`src/rtl/arb_mux_pkg.sv`:
```
// Shared constants and helpers for the arbitrated registered multiplexer.
package arb_mux_pkg;

  localparam int MODE_RR    = 0;
  localparam int MODE_FIXED = 1;

  // Width of a channel index; a single channel still needs one bit.
  function automatic int sel_w(input int n);
    return (n > 1) ? $clog2(n) : 1;
  endfunction

endpackage

```
`src/rtl/arb_mux_rr_arbiter.sv`:
```
// Combinational arbiter: round-robin from ptr_i, or fixed lowest-index priority.
module rr_arbiter
  import arb_mux_pkg::*;
#(
  parameter int N    = 4,
  parameter int MODE = MODE_RR,
  localparam int SELW = sel_w(N)
) (
  input  logic [N-1:0]    req_i,
  input  logic [SELW-1:0] ptr_i,
  output logic [N-1:0]    grant_o,
  output logic [SELW-1:0] idx_o
);

  logic [2*N-1:0] masked_s;
  int             pick_s;

  // Lower copy masked below ptr; the lowest surviving bit of the doubled vector,
  // taken modulo N, is the winner, so the upper copy provides the wrap-around.
  always_comb begin
    masked_s = {req_i, req_i};
    pick_s   = 0;
    for (int k = 0; k < N; k++) begin
      masked_s[k] = (MODE == MODE_RR && k < int'(ptr_i)) ? 1'b0 : req_i[k];
    end
    for (int k = 2*N-1; k >= 0; k--) begin
      pick_s = masked_s[k] ? (k % N) : pick_s;
    end
    grant_o = (|req_i) ? (N'(1) << pick_s) : '0;
    idx_o   = SELW'(pick_s);
  end

endmodule

```
`src/rtl/arb_mux.sv`:
```
// N-channel arbitrated multiplexer with a one-entry registered output stage.
module arb_mux
  import arb_mux_pkg::*;
#(
  parameter int W    = 8,
  parameter int N    = 4,
  parameter int MODE = MODE_RR,
  localparam int SELW = sel_w(N)
) (
  input  logic            clk,
  input  logic            reset_n,
  input  logic [N*W-1:0]  A_in,
  input  logic [N-1:0]    valid_in,
  output logic [N-1:0]    ready_out,
  output logic [W-1:0]    Out_out,
  output logic            valid_out,
  input  logic            ready_in,
  output logic [SELW-1:0] sel_out
);

  logic [SELW-1:0] ptr_q, ptr_d;
  logic [SELW-1:0] sel_q, sel_d;
  logic [W-1:0]    out_q, out_d;
  logic            valid_q, valid_d;
  logic [N-1:0]    grant_s;
  logic [SELW-1:0] idx_s;
  logic [W-1:0]    word_s;
  logic            load_en_s;
  logic            xfer_s;

  rr_arbiter #(.N(N), .MODE(MODE)) u_arb (
    .req_i   (valid_in),
    .ptr_i   (ptr_q),
    .grant_o (grant_s),
    .idx_o   (idx_s)
  );

  // Handshake, data selection and next state of the output register and pointer.
  always_comb begin
    load_en_s = ~valid_q | ready_in;
    ready_out = grant_s & {N{load_en_s & reset_n}};
    xfer_s    = |(ready_out & valid_in);
    word_s    = '0;
    for (int k = 0; k < N; k++) begin
      word_s = (idx_s == SELW'(k)) ? A_in[k*W +: W] : word_s;
    end
    ptr_d   = ptr_q;
    sel_d   = sel_q;
    out_d   = out_q;
    valid_d = valid_q;
    if (xfer_s) begin
      out_d   = word_s;
      sel_d   = idx_s;
      valid_d = 1'b1;
      if (MODE == MODE_RR) begin
        ptr_d = (idx_s == SELW'(N-1)) ? '0 : idx_s + 1'b1;
      end else begin
        ptr_d = ptr_q;
      end
    end else if (valid_q && ready_in) begin
      valid_d = 1'b0;
    end else begin
      valid_d = valid_q;
    end
  end

  // State register; an asynchronous reset discards any in-flight word.
  always_ff @(posedge clk or negedge reset_n) begin
    if (!reset_n) begin
      ptr_q   <= '0;
      sel_q   <= '0;
      out_q   <= '0;
      valid_q <= 1'b0;
    end else begin
      ptr_q   <= ptr_d;
      sel_q   <= sel_d;
      out_q   <= out_d;
      valid_q <= valid_d;
    end
  end

  assign Out_out   = out_q;
  assign valid_out = valid_q;
  assign sel_out   = sel_q;

endmodule

```
`config.mk`:
```
export PLATFORM = sky130hd
export DESIGN_NAME = arb_mux
export DESIGN_NICKNAME = d
export VERILOG_FILES = /design/src/rtl/arb_mux_pkg.sv /design/src/rtl/arb_mux_rr_arbiter.sv /design/src/rtl/arb_mux.sv
export SDC_FILE = /design/constraint.sdc
export NUM_CORES = 1
export LEC_CHECK = 0
export BUFFER_PORTS_ARGS = -buffer_cell sky130_fd_sc_hd__clkbuf_2
export CORE_UTILIZATION = 45
export CTS_BUF_LIST = sky130_fd_sc_hd__clkbuf_8
export CTS_CLUSTER_SIZE = 40
export DETAILED_ROUTE_END_ITERATION = 16
export PLACE_DENSITY = 0.82
export SYNTH_ARGS = -nofsm -noshare
export SYNTH_HDL_FRONTEND = slang
export SYNTH_HIERARCHICAL = 1
export SYNTH_SLANG_ARGS = --single-unit
export TNS_END_PERCENT = 10
```
`constraint.sdc`:
```
create_clock -name clk -period 2.7 [get_ports clk]
set_clock_uncertainty 0.15 [all_clocks]
set_input_delay 0.27 -clock clk [delete_from_list [all_inputs] [get_ports clk]]
set_output_delay 0.27 -clock clk [all_outputs]
set_load 0.005 [all_outputs]
```
* After elaboration in Yosys (flattened, before gate mapping) *
Index checks and enable logic that the tools add are counted.

operators by class
  $lt $le $gt $ge = 3
  reductions and logical operators = 5
  mux-type cells = 18
  $add $sub $neg = 1
  equality and inequality tests = 3
  bitwise operators = 5
  shifts and indexed selects = 1

operator list
  cell                                                                   number
  32-bit two-way mux                                                     6
  8-bit two-way mux                                                      4
  1-bit by 32-bit left shift with 4-bit output, first input constant     1
  4-bit AND                                                              2
  4-bit OR reduction                                                     2
  1-bit two-way mux                                                      5
  2-bit equality test, second input constant                             2
  1-bit by 2-bit < comparator with 1-bit output, first input constant    2
  2-bit two-way mux                                                      2
  4-bit two-way mux                                                      1
  2-bit by 1-bit adder with 2-bit output, second input constant          1
  2-bit by 1-bit equality test with 1-bit output, second input constant  1
  2-bit zero test                                                        1
  2-bit < comparator, first input constant                               1
  2-bit nonzero test                                                     1
  1-bit AND                                                              1
  1-bit logical AND                                                      1
  1-bit inverter                                                         1
  1-bit OR                                                               1

storage, ports and cells
  register bits after elaboration = 13
  logic and storage cells = 40
  input bits = 39
  output and inout bits = 15

* Depth between registers and ports, before layout *
Gate-level depths: netlist of the first run.

  word-level depth = 13
  mapped depth = 9
  mapped depth without buffers = 9

* By module *
Netlist of the first run, hierarchy kept.

by module, submodules not included
  module      times used  cells each  sequential area each (µm²)  area an instance (µm²)
  arb_mux     1           78          325.3                       774.5
  rr_arbiter  1           25          0.0                         162.7

* Worst setup path after synthesis of the first run *
Ideal clock, no wire load.

  path type = register -> register
  start = register ptr_q[1]
  end = register out_q[2] (netlist: Out_out[2])
  buffers on the path = 1
  library setup time = 129 ps
  arrival time = 1938 ps
  data required time = 2421 ps
  clock period less this slack = 2217 ps
  cell stages (with the launch flop) = 10
  slack = 483 ps
  path through = dfrtp_1 inv_2 and3_4 nor3_2 inv_1 ha_1 or2_2 clkbuf_2 a221oi_1 o31ai_1

on the way
  longest elaborated chain between the ends = 10
  elaborated cells on any way between the ends = 22
  classes of those cells = order compare: 3; eq/ne: 3; shift: 1; mux: 11; bitwise: 2; reduce/logical: 2

ends and longest elaborated chain
  what                                                                                    RTL line                                 text
  start, declared                                                                         arb_mux.sv:21                            logic [SELW-1:0] ptr_q, ptr_d;
  start signal, assigned                                                                  arb_mux.sv:75                            ptr_q <= ptr_d;
  2-bit < comparator                                                                      arb_mux_rr_arbiter.sv:24                 masked_s[k] = (MODE == MODE_RR && k < int'(ptr_i)) ? 1'b0 : req_i[k];
  1-bit two-way mux                                                                       arb_mux_rr_arbiter.sv:24
  32-bit two-way mux (2 in series)                                                        arb_mux_rr_arbiter.sv:27                 pick_s = masked_s[k] ? (k % N) : pick_s;
  32-bit two-way mux (*)                                                                  arb_mux_rr_arbiter.sv:27
  via idx_s[0]                                                                            arb_mux.sv:26                            logic [SELW-1:0] idx_s;
  1-bit by 32-bit left shift with 4-bit output / 2-bit zero test (equally long branches)  arb_mux_rr_arbiter.sv:29, arb_mux.sv:45
  4-bit two-way mux / 8-bit two-way mux (equally long branches)                           arb_mux_rr_arbiter.sv:29, arb_mux.sv:45
  4-bit AND / 8-bit two-way mux (equally long branches)                                   arb_mux.sv:41, arb_mux.sv:45
  4-bit AND / 8-bit two-way mux (equally long branches)                                   arb_mux.sv:42, arb_mux.sv:45
  4-bit OR reduction / 8-bit two-way mux (equally long branches)                          arb_mux.sv:42, arb_mux.sv:45
  end signal, assigned                                                                    arb_mux.sv:77                            out_q <= out_d;
  end, declared                                                                           arb_mux.sv:23                            logic [W-1:0] out_q, out_d;

Mark *: on every way through the listed nets, which the timed path passes. The rest lies on a longest branch.
A chain may end at the register's enable or synchronous reset.

* Final worst setup path of the first run *
  start = register ptr_q[1]
  end = register out_q[6] (netlist: Out_out[6])

Same word-level chain as after synthesis.

==> results of run 1 <==
==> cell type report <==
cell class | instances | area share [%]
clock buffers | 3 | 3.26
inverters | 5 | 1.48
clock inverters | 1 | 0.296
flip-flops and latches | 13 | 25.7
repair buffers | 55 | 22.3
well taps | 27 | 2.67
multi-input cells | 81 | 44.3
==> worst min-delay path: cells and delay by family <==
family | cells | cell delay [ns]
simple gates | 1 | 0.10
compound gates | 1 | 0.09
buf+inv | 1 | 0.08
==> flip-flops by register name, indices dropped and copies added (netlist names) <==
register	count
ptr_q	2
sel_out	2
Out_out	8
valid_out	1
==> final timing paths <==
check,to,slack [ns]
max,Out_out[6]$_DFFE_PN0P_,0.27
min,Out_out[6]$_DFFE_PN0P_,0.18
max reg2reg,Out_out[6]$_DFFE_PN0P_,0.27
min reg2reg,Out_out[2]$_DFFE_PN0P_,0.33
max in group asynchronous,Out_out[5]$_DFFE_PN0P_,1.74
min in group asynchronous,sel_out[0]$_DFFE_PN0P_,0.36
==> logic make-up (layout without fill, tap and decap cells) <==
group	after synthesis	after routing	share of synthesized area (%)
AOI/OAI and AO/OA	43	43	35.0
adders and majority gates	4	4	5.34
buffers and inverters	9	64	5.47
DFF	13	13	34.7
muxes	1	1	1.20
and+or+nand+nor	33	33	18.3
==> report_power, final <==
part	switching [uW]	internal [uW]
Combinational	349	288
Sequential	63.3	281
Clock	76.2	101
==> routing by layer <==
layer / part of all wire [%] / track usage, % / routed length, um
met1: 43 / 28.3 / 1140
met2: 49 / 44.7 / 1300
met3: 6.5 / 4.91 / 173
met4: 1.3 / 11.7 / 35
met5: 0 / 0 / 0
==> cells in the final DEF, fill, tap and decap left out, drive strengths merged <==
cell type	count
a211oi	3
a21oi	6
a221oi	7
a22o	2
and2b	1
and3	5
buf	1
clkbuf	56
dfrtp	13
dlygate4sd3	1
ha	4
inv	6
mux2	1
nand2	14
nand2b	4
nand3	1
nor2	4
nor3	2
nor3b	1
o211a	1
o211ai	1
o21ai	4
o21bai	1
o221a	1
o22ai	7
o31a	1
o31ai	8
o41ai	1
or2	1
==> repair_timing <==
item,CTS,global route
resized for setup,0,0
hold buffers,1,0
endpoints found under the hold margin,13,0
==> metrics by stage <==
| stage | utilization (%) | instances | power [uW] | instance area, um^2 |
|---|---|---|---|---|
| CTS | 64.5 | 185 | 1160 | 1270 |
| global placement | 61.7 | 180 | 956 | 1210 |
| floorplan | - | 103 | 784 | 937 |
| detailed placement | 61.7 | 180 | 973 | 1210 |
| global route | 64.5 | 185 | 1270 | 1270 |
| finish | 64.5 | 185 | 1160 | 1270 |
==> impl_metrics.json, run 1 <==
{
  "multiInputGateArea_um2": 561,
  "r2r_start": "ptr_q[1]$_DFFE_PN0P_",
  "first_pass_iters": 5,
  "path_clk_slew_ns": 0.06,
  "antenna_found_initial": 0,
  "core_area_mm2": 0.00196,
  "clk_path_buf_depth": 2,
  "slew_violations": 0,
  "drtIter0Drc": 50,
  "critPathBufInv": 2,
  "die_x_um": 47.6,
  "tightest_slew_ns": 0.442,
  "dieArea_mm2": 0.00227,
  "synth_common_cells": "nand2_1, dfrtp_1, o31ai_1",
  "status": "complete, no violations",
  "slowest_stage": "dfrtp_1",
  "layout-drive-gt1-share_pct": 42.4,
  "holdCritStartpoint": "A_in[30]",
  "wl_per_cell_um": 14.3,
  "end_kind": "register",
  "synth_top_cell_by_area": "dfrtp_1",
  "slowest_delay_ns": 0.49,
  "ys_seq_elements": 13,
  "via_count": 1049,
  "path_max_fanout": 9,
  "crit_type": "reg -> reg",
  "max_freq_mhz": 411,
  "worst_slew_margin_rel_pct": 70.5,
  "drt-total-wl_um": 2650,
  "crit_family": "simple AND/OR/NAND/NOR gates",
  "yosysTopAreaCellShare_pct": 34.7,
  "peakVddDrop_uv": 541,
  "ioPinCount": 54,
  "cts.htree.levels": 1,
  "finalHoldViolCount": 0,
  "fill_cells": 169,
  "yosysWarnings": 6,
  "arrival_ns": 2.40,
  "synth-main-ff-cell": "dfrtp_1",
  "dp_hpwl_um": 1990,
  "grt_pass1_vias": 924,
  "avgSynthCellArea_um2": 9.10,
  "synth_area_leaders": "dfrtp_1, a221oi_1, o31ai_1, nand2_1, ha_1",
  "hp-class": "in -> reg",
  "setup_viol": 0,
  "gp_congestion": 0.802,
  "synth_edf_count": 0,
  "max-cap-violations": 0,
  "pwr_density_cell_mw_per_mm2": 915,
  "syn-cell-area_um2": 937,
  "post-route-min-period_ns": 2.43,
  "grt_max_degree": 19,
  "fin_ws_ns": 0.266,
  "cts.sinks": 13,
  "track_usage_pct": 24.9,
  "io_buffers": 53,
  "fin_setup_tns_ns": 0,
  "drc": 0,
  "p_leak_uw": 0.000660,
  "whs_path_depth": 3,
  "overflow": 0,
  "yosys.cell_types.count": 34,
  "finalCritPeriodShare_pct": 90.1,
  "initial_core_util_pct": 47.8,
  "synthCells": 103,
  "cp.required_ns": 2.67,
  "hold_ws_ns": 0.185,
  "postCtsSetupBuffers": 0,
  "ys_seq_area_share_pct": 34.7,
  "path_cells": "inv_2 > and3_4 > nor3_2 > inv_1 > ha_1 > or2_2 > a211oi_1 > o41ai_1",
  "syn-num-nets": 146,
  "ys_async_sr_fraction_pct": 100,
  "cts-buffers-inserted": 3,
  "area_delta_synth_final_pct": 35.1,
  "grt_first_pass_wirelength_um": 3840,
  "regArea_um2": 325,
  "startpoint_type": "register",
  "clk_latency_ns": 0.25,
  "cp.depth": 8,
  "n_antenna_cell": 0,
  "ff2ff_path_depth": 8,
  "nets": 202,
  "synth.most_common_cell": "nand2_1",
  "row_count": 16,
  "viasPerCell": 5.67,
  "rsz0062_at_grt": "false",
  "drtAntennaViolNets": 0,
  "place_ws_ns": 0.324,
  "crit_start": "ptr_q[1]$_DFFE_PN0P_",
  "cts_root_buffer": "clkbuf_8",
  "cts_tree": "done",
  "die_height_um": 47.6
}
No activity file was read; power rests on OpenSTA's default activity.
==> inputs of run 2 (changes only) <==
--- a/config.mk
+++ b/config.mk
@@ -6,11 +6,13 @@
 export NUM_CORES = 1
 export LEC_CHECK = 0
 export BUFFER_PORTS_ARGS = -buffer_cell sky130_fd_sc_hd__clkbuf_2
+export CORE_MARGIN = 3
 export CORE_UTILIZATION = 45
 export CTS_BUF_LIST = sky130_fd_sc_hd__clkbuf_8
 export CTS_CLUSTER_SIZE = 40
 export DETAILED_ROUTE_END_ITERATION = 16
 export PLACE_DENSITY = 0.82
+export RECOVER_POWER = 25
 export SYNTH_ARGS = -nofsm -noshare
 export SYNTH_HDL_FRONTEND = slang
 export SYNTH_HIERARCHICAL = 1
==> run 2 against run 1 <==
Compared with the run above: hold slack worse by 0.011 ns; sequential power barely moved; die area grew 17%; register-to-register slack worse by 0.07 ns; count of clock-buffer cells in the layout did not move; routed wire length up 3.1%; cell count shrank 1.1%; clock power grew 3%.
==> impl_metrics.json, run 2 (synthesis gave the netlist of run 1 again) <==
{
  "status": "complete, no violations",
  "max-cap-violations": 0,
  "max_freq_mhz": 400,
  "worst_slew_margin_rel_pct": 71.8,
  "r2r_start": "ptr_q[0]$_DFFE_PN0P_",
  "cts-buffers-inserted": 3,
  "clk_path_buf_depth": 2,
  "fin_ws_ns": 0.200,
  "die_height_um": 51.6,
  "cts_resized": 0,
  "crit_type": "reg -> reg",
  "placedCellCount": 178,
  "antenna_found_initial": 0,
  "holdBufCountCts": 1,
  "largest_register_ffs": 8,
  "combPwrFrac_pct": 54.9,
  "gp_congestion": 0.917,
  "layout-drive-gt1-share_pct": 43.0,
  "end_kind": "register",
  "slew_violations": 0,
  "io_buffers": 53,
  "clk_latency_ns": 0.25,
  "die_x_um": 51.6,
  "core_area_mm2": 0.00184,
  "postCtsSetupBuffers": 0,
  "n_antenna_cell": 0,
  "post-route-min-period_ns": 2.50,
  "tightest_slew_ns": 0.422,
  "ff2ff_path_depth": 8,
  "finalHoldViolCount": 0,
  "regArea_um2": 325,
  "swShare_pct": 42.7,
  "final_common_cell": "clkbuf_2",
  "drtAntennaViolNets": 0,
  "via_count": 1040,
  "grt_first_pass_wirelength_um": 4620,
  "drtIter0Drc": 16,
  "r2r_end": "Out_out[2]$_DFFE_PN0P_",
  "startpoint_type": "register",
  "drt-total-wl_um": 2730,
  "pwr-share-seq_pct": 29.5,
  "finalCritPeriodShare_pct": 92.6,
  "p_leak_uw": 0.000659,
  "overflow": 0,
  "area_delta_synth_final_pct": 35.0,
  "grt_max_degree": 19,
  "path_clk_slew_ns": 0.06,
  "mostFrequentLayoutCells": "clkbuf_2, nand2_1, dfrtp_1",
  "rsz0062_at_grt": "false",
  "peakVddDrop_uv": 664,
  "viasPerCell": 5.68,
  "pwr_density_cell_mw_per_mm2": 925,
  "row_count": 15,
  "wl_per_cell_um": 14.9,
  "fill_cells": 154,
  "dp_hpwl_um": 2140,
  "initial_core_util_pct": 51.0,
  "cts.sinks": 13,
  "p_switching_uw": 499,
  "drc": 0,
  "power_frac_clock_pct": 15.6,
  "stdcell_count": 183,
  "cts_tree": "done",
  "place_ws_ns": 0.279,
  "multiInputGateArea_um2": 561,
  "min_to": "Out_out[6]$_DFFE_PN0P_",
  "dieArea_mm2": 0.00267,
  "holdCritStartpoint": "A_in[30]",
  "rrSetupSlack_ns": 0.20,
  "path_max_fanout": 10,
  "grt_pass1_vias": 1034,
  "fin_setup_tns_ns": 0,
  "ioPinCount": 54,
  "whs_path_depth": 3,
  "first_pass_iters": 4,
  "track_usage_pct": 22.7,
  "p_int_uw": 671,
  "nets": 202,
  "hp-class": "in -> reg",
  "arrival_ns": 2.50,
  "cp.required_ns": 2.70,
  "cts.htree.levels": 1,
  "cts_root_buffer": "clkbuf_8",
  "setup_viol": 0
}
==> run 2: cell types whose count changed in the layout (fill, tap and decap cells not counted), sizes merged <==
cell    delta
clkinv     +1
inv        -1
==> run 2: worst max-delay path, cell delays in order (launching register included) <==
cell	delay, ns
dfrtp_1	0.43
inv_1	0.16
o21ai_0	0.13
a211oi_2	0.36
inv_1	0.14
ha_1	0.33
and2b_2	0.34
a221oi_1	0.09
o31ai_1	0.26
==> run 2: power by group through the flow <==
stage                     Sequential (uW)  Combinational, uW  Clock [uW]
after floorplan                       345                438           0
after global placement                340                619           0
after detailed placement              347                637           0
after CTS                             344                644         182
after global routing                  358                727         192
final                                 345                642         182
==> run 2: worst max-delay path by stage <==
| stage | startpoint | to | slack [ns] | cells after the start |
|---|---|---|---|---|
| after floorplan | ptr_q[1]$_DFFE_PN0P_ | Out_out[2]$_DFFE_PN0P_ | 0.48 | 9 |
| after global placement | ptr_q[1]$_DFFE_PN0P_ | Out_out[4]$_DFFE_PN0P_ | 0.38 | 7 |
| after detailed placement | ptr_q[0]$_DFFE_PN0P_ | Out_out[2]$_DFFE_PN0P_ | 0.28 | 8 |
| after CTS | ptr_q[0]$_DFFE_PN0P_ | Out_out[2]$_DFFE_PN0P_ | 0.24 | 8 |
| after global routing | ptr_q[0]$_DFFE_PN0P_ | Out_out[1]$_DFFE_PN0P_ | 0.04 | 8 |
| final | ptr_q[0]$_DFFE_PN0P_ | Out_out[2]$_DFFE_PN0P_ | 0.20 | 8 |
==> run 2: routing by layer <==
| layer | part of all wire, % | up-vias | track usage (%) |
|---|---|---|---|
| met5 | 0 | - | 0 |
| met4 | 2.0 | 0 | 8.30 |
| met3 | 7.8 | 7 | 4.01 |
| met2 | 49 | 52 | 39.8 |
| met1 | 41 | 473 | 27.4 |
| li1 | - | 508 | - |
==> run 2: final cells by class <==
type / instances / area share [%]
Clock buffer: 3 / 3.26
Clock inverter: 1 / 0.396
Inverter: 5 / 1.48
Multi-Input combinational cell: 81 / 44.3
Sequential cell: 13 / 25.7
Tap cell: 25 / 2.47
Timing Repair Buffer: 55 / 22.4
==> run 2: stage by stage <==
stage	power (uW)	hold slack [ns]	util [%]	instance area [um^2]
final	1170	0.174	68.8	1260
after global routing	1280	0.200	68.8	1260
after CTS	1170	0.180	68.8	1260
after detailed placement	984	0.0711	65.7	1210
after global placement	959	0.0700	65.7	1210
after floorplan	784	-0.176	-	937
==> inputs of run 3 (changes only) <==
==> constraint.sdc (replaced) <==
create_clock -name clk -period 2.7 [get_ports clk]
set_clock_uncertainty 0.15 [all_clocks]
set_input_delay 0.54 -clock clk [delete_from_list [all_inputs] [get_ports clk]]
set_output_delay 0.54 -clock clk [all_outputs]
set_load 0.005 [all_outputs]
==> run 3 against run 2 <==
Compared with the run above: flip-flop and latch count unchanged; core utilization fell by 0.41 points; fmax up 3.3%; count of clock-buffer cells in the layout did not move; hold slack better by 0.16 ns; largest power group unchanged; power shrank 0.97%; die area is the same.
==> impl_metrics.json, run 3 (synthesis gave the netlist of run 1 again) <==
{
  "area_delta_synth_final_pct": 34.2,
  "final_common_cell": "clkbuf_2",
  "clk_latency_ns": 0.24,
  "path_clk_slew_ns": 0.06,
  "drtIter0Drc": 41,
  "clk_path_buf_depth": 2,
  "track_usage_pct": 23.2,
  "grt_first_pass_wirelength_um": 4640,
  "worst_slew_margin_rel_pct": 51.0,
  "crit_start": "ptr_q[0]$_DFFE_PN0P_",
  "via_count": 1072,
  "largest_register_ffs": 8,
  "fill_cells": 170,
  "layout-drive-gt1-share_pct": 42.4,
  "setup_viol": 0,
  "cp.required_ns": 2.68,
  "viasPerCell": 5.86,
  "p_total_uw": 1160,
  "max_freq_mhz": 413,
  "ioPinCount": 54,
  "dieArea_mm2": 0.00267,
  "drc": 0,
  "crit_type": "reg -> reg",
  "r2r_start": "ptr_q[0]$_DFFE_PN0P_",
  "n_antenna_cell": 0,
  "tightest_slew_ns": 0.735,
  "cts-buffers-inserted": 3,
  "r2r_end": "Out_out[0]$_DFFE_PN0P_",
  "max-cap-violations": 0,
  "core_area_mm2": 0.00184,
  "path_max_fanout": 8,
  "rrSetupSlack_ns": 0.28,
  "cts.sinks": 13,
  "grt_pass1_vias": 1033,
  "cts_resized": 0,
  "dp_hpwl_um": 2240,
  "pwr_density_cell_mw_per_mm2": 921,
  "cp.depth": 8,
  "critPathBufInv": 2,
  "cp_common_cell": "inv_1",
  "mostFrequentLayoutCells": "clkbuf_2, nand2_1, dfrtp_1",
  "die_x_um": 51.6,
  "hp-class": "reg -> reg",
  "rsz0062_at_grt": "false",
  "path_cells": "inv_1 > and3_4 > nor3_2 > inv_1 > ha_1 > or2_2 > a221oi_1 > o31ai_1",
  "drtAntennaViolNets": 0,
  "finalCritPeriodShare_pct": 89.6,
  "arrival_ns": 2.40,
  "initial_core_util_pct": 51.0,
  "finalHoldViolCount": 0,
  "status": "complete, no violations",
  "slowest_stage": "dfrtp_1",
  "postCtsSetupBuffers": 0,
  "crit_family": "simple AND/OR/NAND/NOR gates",
  "post-route-min-period_ns": 2.42,
  "slew_violations": 0,
  "row_count": 15,
  "end_kind": "register",
  "p_leak_uw": 0.000653,
  "cts_root_buffer": "clkbuf_8",
  "peakVddDrop_uv": 529,
  "ff2ff_path_depth": 8,
  "endpoint": "Out_out[0]$_DFFE_PN0P_",
  "fin_util_pct": 68.4,
  "hold_ws_ns": 0.331,
  "io_buffers": 53,
  "fin_setup_tns_ns": 0,
  "slowest_delay_ns": 0.43,
  "cts.htree.levels": 1,
  "holdBufCountCts": 0,
  "nets": 202,
  "drt-total-wl_um": 2770,
  "cts_tree": "done",
  "grt_max_degree": 14,
  "antenna_found_initial": 0,
  "overflow": 0,
  "die_height_um": 51.6,
  "startpoint_type": "register",
  "gp_congestion": 0.889,
  "wl_per_cell_um": 15.1,
  "first_pass_iters": 4
}
## run 3: cell types whose count changed in the layout (fill, tap and decap cells not counted), sizes merged
cell         change
clkbuf           +1
dlygate4sd3      -1
## run 3: how the worst min path moves through the flow
stage	cells after the start	end	slack [ns]	startpoint
floorplan	0	Out_out[0]$_DFFE_PN0P_	0.09	reset_n
global placement	2	Out_out[6]$_DFFE_PN0P_	0.31	Out_out[6]$_DFFE_PN0P_
detailed placement	2	Out_out[4]$_DFFE_PN0P_	0.32	Out_out[4]$_DFFE_PN0P_
CTS	2	Out_out[4]$_DFFE_PN0P_	0.19	reset_n
global route	2	Out_out[1]$_DFFE_PN0P_	0.37	Out_out[1]$_DFFE_PN0P_
finish	2	Out_out[4]$_DFFE_PN0P_	0.33	Out_out[4]$_DFFE_PN0P_
## run 3: cell type report
| type | count | area (um^2) | share of cell area [%] |
|---|---|---|---|
| tap | 25 | 31.3 | 2.49 |
| clock buffer | 3 | 41.3 | 3.28 |
| clock inverter | 1 | 5.00 | 0.398 |
| timing repair buffer | 55 | 275 | 21.9 |
| sequential | 13 | 325 | 25.9 |
| multi-input combinational | 81 | 561 | 44.6 |
| inverter | 5 | 18.8 | 1.49 |
## run 3: metrics by stage
step                      instance area [um^2]  setup WS, ns  cells
after floorplan                            937         0.428    103
after global placement                    1220         0.194    179
after detailed placement                  1220        0.0878    179
after CTS                                 1260         0.245    183
after global routing                      1260        0.0584    183
final                                     1260         0.280    183
## run 3: per-layer routing
layer | GRT usage [%] | share of wire (%) | wire length, um | up-vias
li1 | - | - | - | 507
met1 | 28.6 | 41 | 1140 | 505
met2 | 41.1 | 50 | 1390 | 54
met3 | 3.44 | 7.3 | 202 | 6
met4 | 7.86 | 1.5 | 42 | 0
met5 | 0 | 0 | 0 | -
## run 3: tightest hold or removal path, delay by kind of cell (launching register included)
kind / cells / cell delay [ns]
and+or+nand+nor: 1 / 0.05
AOI/OAI and AO/OA: 1 / 0.06
DFF: 1 / 0.34
## run 3: report_power, final
group	internal, uW	total (uW)	switching (uW)
clock network	102	180	78.2
registers	281	346	64.9
logic	285	632	347
total	669	1160	490
